File: src/rtl/if_prefetch_queue.sv
// Fetch prefetch queue: issues sequential imem requests, buffers up to DEPTH
// instructions (in flight + filled) and hands them to IF/ID in order.
// Latency: accept at t, response at t+k -> ifid_valid at t+k+1 (t+k with bypass).
// Backpressure: ifid_ready=0 holds the head; imem_req_valid drops when all slots are used.
//
// Ports:
//   clk, rst                          clock, asynchronous active-high reset
//   imem_req_valid/_addr/_ready       fetch request handshake (addr held while stalled)
//   imem_resp_valid/_data             in-order instruction return
//   redirect_en/redirect_pc           flush and restart fetch at redirect_pc
//   ifid_valid/_instr/_instr_addr     head instruction (NOP when not valid)
//   ifid_ready                        IF/ID consumes the head
//
// Optional feature: define IF_PREFETCH_BYPASS_EN to forward a response that
// lands in the head slot straight to ifid in the same cycle.

module if_prefetch_queue #(
    parameter int          DEPTH    = 4,
    parameter logic [31:0] RESET_PC = 32'h0000_0000
) (
    input  logic        clk,
    input  logic        rst,
    output logic        imem_req_valid,
    output logic [31:0] imem_req_addr,
    input  logic        imem_req_ready,
    input  logic        imem_resp_valid,
    input  logic [31:0] imem_resp_data,
    input  logic        redirect_en,
    input  logic [31:0] redirect_pc,
    output logic        ifid_valid,
    output logic [31:0] ifid_instr,
    output logic [31:0] ifid_instr_addr,
    input  logic        ifid_ready
);

    localparam int          AW  = $clog2(DEPTH);
    localparam int          PW  = AW + 1;
    localparam logic [31:0] NOP = 32'h0000_0013;

    typedef enum logic [1:0] {
        ST_BOOT,
        ST_RUN,
        ST_FLUSH
    } state_t;

    state_t        state, state_nxt;
    logic [PW-1:0] alloc_ptr, fill_ptr, head_ptr;
    logic [PW-1:0] drop_cnt, drop_nxt;
    logic [31:0]   fetch_pc;

    logic [31:0]      slot_addr  [DEPTH];
    logic [31:0]      slot_instr [DEPTH];
    logic [DEPTH-1:0] slot_filled;

    logic [AW-1:0] alloc_idx, fill_idx, head_idx;
    logic [PW-1:0] in_use, outstanding, drop_base, drop_redir;
    logic          full, resp_take, resp_drop, resp_seen;
    logic          bypass_hit, deq, req_acc;

    assign alloc_idx = alloc_ptr[AW-1:0];
    assign fill_idx  = fill_ptr[AW-1:0];
    assign head_idx  = head_ptr[AW-1:0];

    // Pointers carry one extra bit so that full and empty are distinguishable.
    assign in_use      = alloc_ptr - head_ptr;
    assign outstanding = alloc_ptr - fill_ptr;
    assign full        = (in_use == PW'(DEPTH));

    // A response only counts if a request is actually owed; strays are ignored.
    assign resp_take = (state == ST_RUN)   && imem_resp_valid && (outstanding != '0);
    assign resp_drop = (state == ST_FLUSH) && imem_resp_valid && (drop_cnt != '0);
    assign resp_seen = resp_take || resp_drop;

`ifdef IF_PREFETCH_BYPASS_EN
    assign bypass_hit = resp_take && (fill_ptr == head_ptr);
`else
    assign bypass_hit = 1'b0;
`endif

    assign ifid_valid      = slot_filled[head_idx] || bypass_hit;
    assign ifid_instr      = bypass_hit            ? imem_resp_data :
                             slot_filled[head_idx] ? slot_instr[head_idx] : NOP;
    assign ifid_instr_addr = slot_addr[head_idx];
    assign deq             = ifid_valid && ifid_ready;

    // A slot freed by this cycle's dequeue may be reused by this cycle's request.
    assign imem_req_valid = (state == ST_RUN) && (!full || deq);
    assign imem_req_addr  = fetch_pc;
    assign req_acc        = imem_req_valid && imem_req_ready;

    // Responses still owed after a redirect: whatever was in flight (or already
    // pending drop), minus one arriving now, plus a request accepted now.
    assign drop_base  = (state == ST_FLUSH) ? drop_cnt : outstanding;
    assign drop_redir = drop_base - PW'(resp_seen) + PW'(req_acc);

    always_ff @(posedge clk or posedge rst) begin
        if (rst) begin
            state    <= ST_BOOT;
            drop_cnt <= '0;
        end else begin
            state    <= state_nxt;
            drop_cnt <= drop_nxt;
        end
    end

    always_comb begin
        state_nxt = state;
        drop_nxt  = drop_cnt;
        case (state)
            ST_BOOT:  state_nxt = ST_RUN;
            ST_RUN:   state_nxt = ST_RUN;
            ST_FLUSH: begin
                if (resp_drop) begin
                    drop_nxt = drop_cnt - PW'(1);
                    if (drop_cnt == PW'(1)) begin
                        state_nxt = ST_RUN;
                    end
                end
            end
            default:  state_nxt = ST_BOOT;
        endcase
        if (redirect_en) begin
            drop_nxt  = drop_redir;
            state_nxt = (drop_redir != '0) ? ST_FLUSH : ST_RUN;
        end
    end

    always_ff @(posedge clk or posedge rst) begin
        if (rst) begin
            alloc_ptr   <= '0;
            fill_ptr    <= '0;
            head_ptr    <= '0;
            fetch_pc    <= RESET_PC;
            slot_filled <= '0;
            for (int i = 0; i < DEPTH; i++) begin
                slot_addr[i]  <= '0;
                slot_instr[i] <= '0;
            end
        end else if (redirect_en) begin
            alloc_ptr   <= '0;
            fill_ptr    <= '0;
            head_ptr    <= '0;
            fetch_pc    <= redirect_pc;
            slot_filled <= '0;
        end else begin
            if (req_acc) begin
                slot_addr[alloc_idx] <= fetch_pc;
                alloc_ptr            <= alloc_ptr + PW'(1);
                fetch_pc             <= fetch_pc + 32'd4;
            end
            if (deq) begin
                slot_filled[head_idx] <= 1'b0;
                head_ptr              <= head_ptr + PW'(1);
            end
            if (resp_take) begin
                slot_instr[fill_idx] <= imem_resp_data;
                fill_ptr             <= fill_ptr + PW'(1);
                // A bypassed response consumed this cycle never occupies the slot.
                if (!(bypass_hit && deq)) begin
                    slot_filled[fill_idx] <= 1'b1;
                end
            end
        end
    end

`ifndef SYNTHESIS
    // Memory must never return a word that was not requested.
    a_no_stray_resp: assert property (@(posedge clk) disable iff (rst)
        imem_resp_valid |-> (resp_take || resp_drop));
`endif

endmodule

File: config.mk
export PLATFORM = sky130hd
export DESIGN_NAME = if_prefetch_queue
export DESIGN_NICKNAME = d
export VERILOG_FILES = /design/src/rtl/if_prefetch_queue.sv
export SDC_FILE = /design/constraint.sdc
export NUM_CORES = 1
export LEC_CHECK = 0
export ABC_AREA = 0
export CORE_UTILIZATION = 55
export CTS_BUF_LIST = sky130_fd_sc_hd__clkbuf_4
export CTS_CLUSTER_DIAMETER = 50
export CTS_CLUSTER_SIZE = 30
export DETAILED_ROUTE_END_ITERATION = 8
export DONT_BUFFER_PORTS = 1
export PLACE_DENSITY = 0.73
export SETUP_SLACK_MARGIN = 0.4
export SLEW_MARGIN = 20
export SYNTH_ARGS = -nofsm -noshare
export SYNTH_HDL_FRONTEND = slang
export SYNTH_SLANG_ARGS = --single-unit
File: constraint.sdc
create_clock -name clk -period 10.7 [get_ports clk]
set_input_delay 1.605 -clock clk [delete_from_list [all_inputs] [get_ports clk]]
set_output_delay 1.605 -clock clk [all_outputs]
set_load 0.01 [all_outputs]
==> run metrics, run 1 <==
max-cap violation count=0; Die X=approximately 160 microns; non-filler cells, final=around 1400; Cell Rows=58; DR vias/cell=6.18; number of routed nets with antenna violations=0; WP data required=9.10 ns; footprint of the multi-input gates=around 6500 sq um; final WL=slightly above 30000 microns; CTS max path bufs=3; vias in the first global route=8746; gr usage total=between 20% and 30%; hold_ws=approximately 0.5 ns; area of the core=25500 sq um; Reg clk slew, reported paths=around 0.13 ns; PwrDens=163 nW/um^2; most common cell after layout, fill and taps aside=dfrtp_1; Hold Fails Final Rpt=0; I/O pin count=about 170; Setup Crit Path Kind=register to output port; NumNets Final=roughly 1100; # hold bufs at CTS=0; post-cts sizing count=0; min cycle time layout=about 5.3 ns; Root Driver=clkbuf_4; Die Area=about 27000 sq um; Synth cell types=60; Iteration-0 DRC Markers=around 490; total grt overflow=0; first drt pass iteration count=4; GR peak layer=met2; Crit Path Max Fanout=42; Skew-Pair Late Insertion Delay=0.69 ns; share of layout cells above drive strength 1=about two fifths; vias=roughly 8400; Reg area=between 7000 and 8000 sq um; starting density of the core=56.8%; asr flop ratio synth=100%; count of final setup violators=0; post-synth top area share=53.0%; hpwl dp=about 18000 microns; worst path arrival time=3.67 ns; fmax=roughly 190 MHz; first-pass GRT wire length=between 40000 and 50000 microns; Comb pwr share=between 10% and 20%; peak per-stage delay on the critical path=0.77 ns; P_int=~1.8 mW; mapped cell area=14500 sq um; commonest non-fill, non-tap cells in the layout=304 x dfrtp_1, 257 x mux2_2, 64 x mux4_2; crit-path cells=buf_4 > mux2i_1 > o2bb2ai_1 > nor3_1 > nor3b_1; sw frac=about 29%; post-place setup slack=roughly 6.1 ns; share of power burned in registers=between 50% and 60%; Layout area overhead=5.76%; Sum Neg Setup Slack=0 ns; port bufs=0; slowest CP cell=dfrtp_4; Layout fillers=slightly above 2000; Main synth FF type=dfrtp_1; Yosys warnings=0; Placer Congestion=approximately 0.75; postcts setup bufs=0; initial antenna violation count=1; syn avg cell area=14.1 sq um; sequential area share after synthesis=53.0%; GRT met1 Usage=roughly a third; Leak=just over 7 nW; CTS Sinks=about 310; CTS buffer count=35; Post-synth EDFFs=0; Worst setup SP type=register; Peak VDD IR=0.134 mV; Synthesized Nets=1117; area leader, netlist=dfrtp_1; post-detailed-route wirelength per cell=approximately 22 microns; worst rel slew slack=27.5%; clock skew=approximately 0.074 ns; Final Max Tran Viols=0; fin crit share=between 40% and 50%; unrepaired setup endpoints after global routing=false; Final WS setup=5.43 ns; run status=complete, no violations; GR Layer Usage met2=between 30% and 40%; largest net degree at the start of global routing=~180; placed cell count=1295; Worst setup EP type=output port; clock network power share=29.8%; # DRC=0; CTS tree=yes; Synth Instances=between 1000 and 1500; routing usage on met3=between 5 and 6%; # H-tree levels=2; Psw=725 uW; Hold Crit Class=register to register; Worst Max-Slew Pin Slew=about 1.1 ns; largest cells by area after synthesis=dfrtp_1 53%, mux2_2 20%, mux4_2 10%; Yosys reg bits=slightly above 300; die height=between 150 and 200 microns
## final cells by class
cell class / count / share of cell area (%)
sequential: 306 / 50.1
multi-input combinational: 635 / 42.5
tap: 330 / 2.70
clock inverter: 25 / 1.93
clock buffer: 37 / 1.82
inverter: 17 / 0.466
timing repair buffer: 7 / 0.425
antenna: 1 / 0.0164
## power groups by stage
stage | Combinational (mW) | Clock [mW] | Sequential [mW]
6_report | 0.391 | 0.743 | 1.36
5_1_grt | 0.433 | 0.811 | 1.38
4_1_cts | 0.395 | 0.766 | 1.36
3_5_place_dp | 0.393 | 0 | 1.38
3_3_place_gp | 0.385 | 0 | 1.38
2_1_floorplan | 0.340 | 0 | 1.34
## critical path, delay by kind of cell (launching register included)
| kind | cells | cell delay, ns |
|---|---|---|
| AO/OA/AOI/OAI | 1 | 0.57 |
| buffers and inverters | 1 | 0.65 |
| flip-flops | 1 | 0.77 |
| multiplexers | 1 | 0.25 |
| AND/OR/NAND/NOR | 2 | 0.77 |
## synth_stat cells (4+ instances only)
master and n:
a21oi_1 8, a311oi_1 6, a31oi_1 15, and2_1 6, buf_1 16, buf_2 24
clkbuf_1 25, dfrtp_1 306, ha_1 20, inv_1 17, mux2_2 257, mux2i_1 5
mux4_2 64, nand2_1 47, nand3_1 17, nand3b_1 4, nand4_1 7, nor2_1 21
nor2b_1 34, nor3_1 6, o21ai_0 28, or2_2 4, or3_1 11, or4_1 4
xnor2_1 18, xor2_1 7
## stage by stage
step | total power, mW | cell area [sq um] | util, %
global placement | 1.76 | 14700 | 57.7
finish | 2.49 | 15300 | 60.0
CTS | 2.52 | 15300 | 59.9
floorplan | 1.68 | 14500 | -
detailed placement | 1.77 | 14700 | 57.7
global route | 2.62 | 15300 | 60.0
## path summary, 6_finish.rpt
check	end	cells after the start	slack, ns	from
max in group asynchronous	head_ptr[1]	2	8.28	rst
setup reg to reg	slot_addr[2]	8	6.30	head_ptr[1]
hold / removal	slot_addr[24]	1	0.50	slot_addr[24]
min in group asynchronous	slot_instr[122]	1	0.97	rst
setup / recovery	imem_req_valid	5	5.43	head_ptr[1]
hold reg to reg	slot_addr[24]	1	0.50	slot_addr[24]
## per-layer routing
| metal | vias up | part of all wire [%] |
|---|---|---|
| li1 | 3719 | - |
| met1 | 4430 | 44 |
| met2 | 189 | 48 |
| met3 | 50 | 5.8 |
| met4 | 0 | 2.3 |
| met5 | - | 0 |
## state kept, by name, summed over array words and instances (netlist names)
register and flops:
alloc_ptr 3, drop_cnt 3, fill_ptr 3, head_ptr 3, imem_req_addr 32, slot_addr 128, slot_filled 4, slot_instr 128
state 2
## logic make-up (layout without fill, tap and decap cells)
family	count (synthesis)	count (layout)	share of synthesized area, %
multiplexers	329	329	30.6
flip-flops	306	306	53.0
AND/OR/NAND/NOR	181	181	6.84
buffers and inverters	84	86	2.42
AO/OA/AOI/OAI	77	77	3.55
XOR/XNOR	26	26	1.67
adder cells (fa/ha/maj)	22	22	2.01
other	0	1	0
Power figures use the tool's default switching activity.
==> inputs of run 2 (changes only) <==
- PLACE_DENSITY: 0.73 -> 0.7
- clock period: 10.7 -> 4.9 ns (I/O delays scaled with it)
==> run 2 against run 1 <==
  * Total power grew 120%
  * Register-to-register slack worse by 5.3 ns
  * Global-route usage fell by 0.19 points
  * Clock skew grew 0.018 ns
  * Count of clock-buffer cells in the layout shrank 1
  * Sequential share of layout area is 0.090 points lower
  * Core utilization grew 0.11 points
  * Flip-flop and latch count did not move
  * Highest routed layer unchanged
  * First-iteration DRC count is the same
  * Worst setup slack got worse by 4.5 ns
==> run metrics, run 2 (synthesis results as in run 1) <==
fin crit share=roughly 80%; initial antenna violation count=2; hold path cells=1; run status=complete, no violations; gr usage total=23.4%; commonest non-fill, non-tap cells in the layout=304 x dfrtp_1, 257 x mux2_2, 64 x mux4_2; Worst setup SP type=register; GR Layer Usage met2=a little under two fifths; number of routed nets with antenna violations=0; # DRC=0; Die X=164 microns; CTS max path bufs=3; vias in the first global route=~8800; Root Driver=clkbuf_4; hpwl dp=18300 microns; first drt pass iteration count=5; WP data required=4.16 ns; Layout area overhead=5.95%; NumNets Final=between 1000 and 1500; endpoint of the worst register-to-register path=slot_addr[126]; max-cap violation count=0; non-filler cells, final=between 1000 and 1500; R2R Path Start=head_ptr[0]; final WL=around 30000 microns; routing usage on met3=6.09%; placed cell count=1302; Cell Rows=58; count of final setup violators=0; Die Area=around 27000 sq um; Final Max Tran Viols=0; first-pass GRT wire length=48700 microns; post-detailed-route wirelength per cell=between 20 and 25 microns; CTS tree=yes; vias=8373; Leak=slightly above 7 nW; Peak VDD IR=between 0.3 and 0.4 mV; GRT met1 Usage=approximately a third; min cycle time layout=between 3 and 4 ns; DR vias/cell=around 6; share of layout cells above drive strength 1=roughly two fifths; CTS buffer count=34; I/O pin count=~170; worst rel slew slack=around 27%; R2R setup slack=around 1.0 ns; Worst setup EP type=output port; unrepaired setup endpoints after global routing=false; Reg clk slew, reported paths=about 0.16 ns; fmax=~250 MHz; Crit Path Max Fanout=41; total grt overflow=0; most common cell after layout, fill and taps aside=dfrtp_1; PwrDens=roughly 350 nW/um^2; area of the core=roughly 25000 sq um; Worst Max-Slew Pin Slew=about 1.1 ns; Placer Congestion=just under 0.8; port bufs=0; worst path arrival time=around 3.2 ns; Hold Crit Class=input port to register; cells on worst reg2reg path=7; min-delay src=redirect_en; starting density of the core=between 50% and 60%; Sum Neg Setup Slack=0 ns; GR peak layer=met2; die height=roughly 160 microns; CTS Sinks=just over 300; clock skew=around 0.092 ns; Iteration-0 DRC Markers=between 400 and 500; largest net degree at the start of global routing=about 180; Setup Crit Path Kind=register to output port; Hold Path End=alloc_ptr[2]; Skew-Pair Late Insertion Delay=~0.70 ns; # H-tree levels=2; Hold Fails Final Rpt=0
-- run 2: changes by cell type in the layout (fill, tap and decap cells not counted), sizes merged --
cell | previous run | this run
dlygate4sd3 | 0 | 1
clkbuf | 37 | 36
buf | 7 | 14
bufinv | 4 | 2
clkinvlp | 1 | 7
diode | 1 | 2
clkinv | 11 | 9
inv | 26 | 24
-- run 2: cell type report --
class | count | area [sq um]
clock inverter | 25 | 280
inverter | 17 | 67.6
multi-input combinational | 635 | 6490
fill | 1994 | 10100
antenna | 2 | 5.00
tap | 330 | 413
timing repair buffer | 15 | 131
sequential | 306 | 7660
clock buffer | 36 | 270
-- run 2: metal layers --
metal | vias to the layer above | routed length, microns
met2 | 184 | 14200
met3 | 45 | 1900
met4 | 0 | 473
li1 | 3736 | -
met1 | 4408 | 13400
met5 | - | 0
-- run 2: what timing repair did --
item / 4_1_cts / 5_1_grt
endpoints found under the hold margin: 1 / 0
buffers inserted: 0 / 0
hold buffers: 1 / 0
gates resized for setup: 0 / 0
-- run 2: report_power, final --
| group | internal (mW) | switching (mW) |
|---|---|---|
| Clock | 0.545 | 0.989 |
| Combinational | 0.454 | 0.409 |
| Sequential | 2.76 | 0.199 |
-- run 2: critical path, stage by stage (launching register included) --
cell and delay [ns]:
dfrtp_4 0.85, buf_4 0.79, mux4_2 0.59, or2_2 0.34
-- run 2: how the worst max path moves through the flow --
stage / start / endpoint / slack (ns)
6_report: head_ptr[0] / ifid_instr[0] / 0.96
5_1_grt: head_ptr[0] / ifid_instr[0] / 0.66
4_1_cts: head_ptr[0] / ifid_instr[1] / 0.79
3_5_place_dp: head_ptr[0] / slot_addr[69] / 0.99
3_3_place_gp: head_ptr[0] / slot_addr[126] / 1.04
2_1_floorplan: rst / alloc_ptr[0] / 0.09
-- run 2: through the flow --
step | hold slack (ns) | power [mW] | worst slack, ns | util, % | area [sq um]
floorplan | 0.459 | 3.68 | 0.0940 | - | 14500
global placement | 0.470 | 3.85 | 1.04 | 57.9 | 14700
detailed placement | 0.481 | 3.88 | 0.994 | 57.9 | 14700
CTS | 0.0495 | 5.43 | 0.790 | 60.1 | 15300
global route | 0.0534 | 5.64 | 0.660 | 60.2 | 15300
finish | 0.149 | 5.36 | 0.959 | 60.2 | 15300
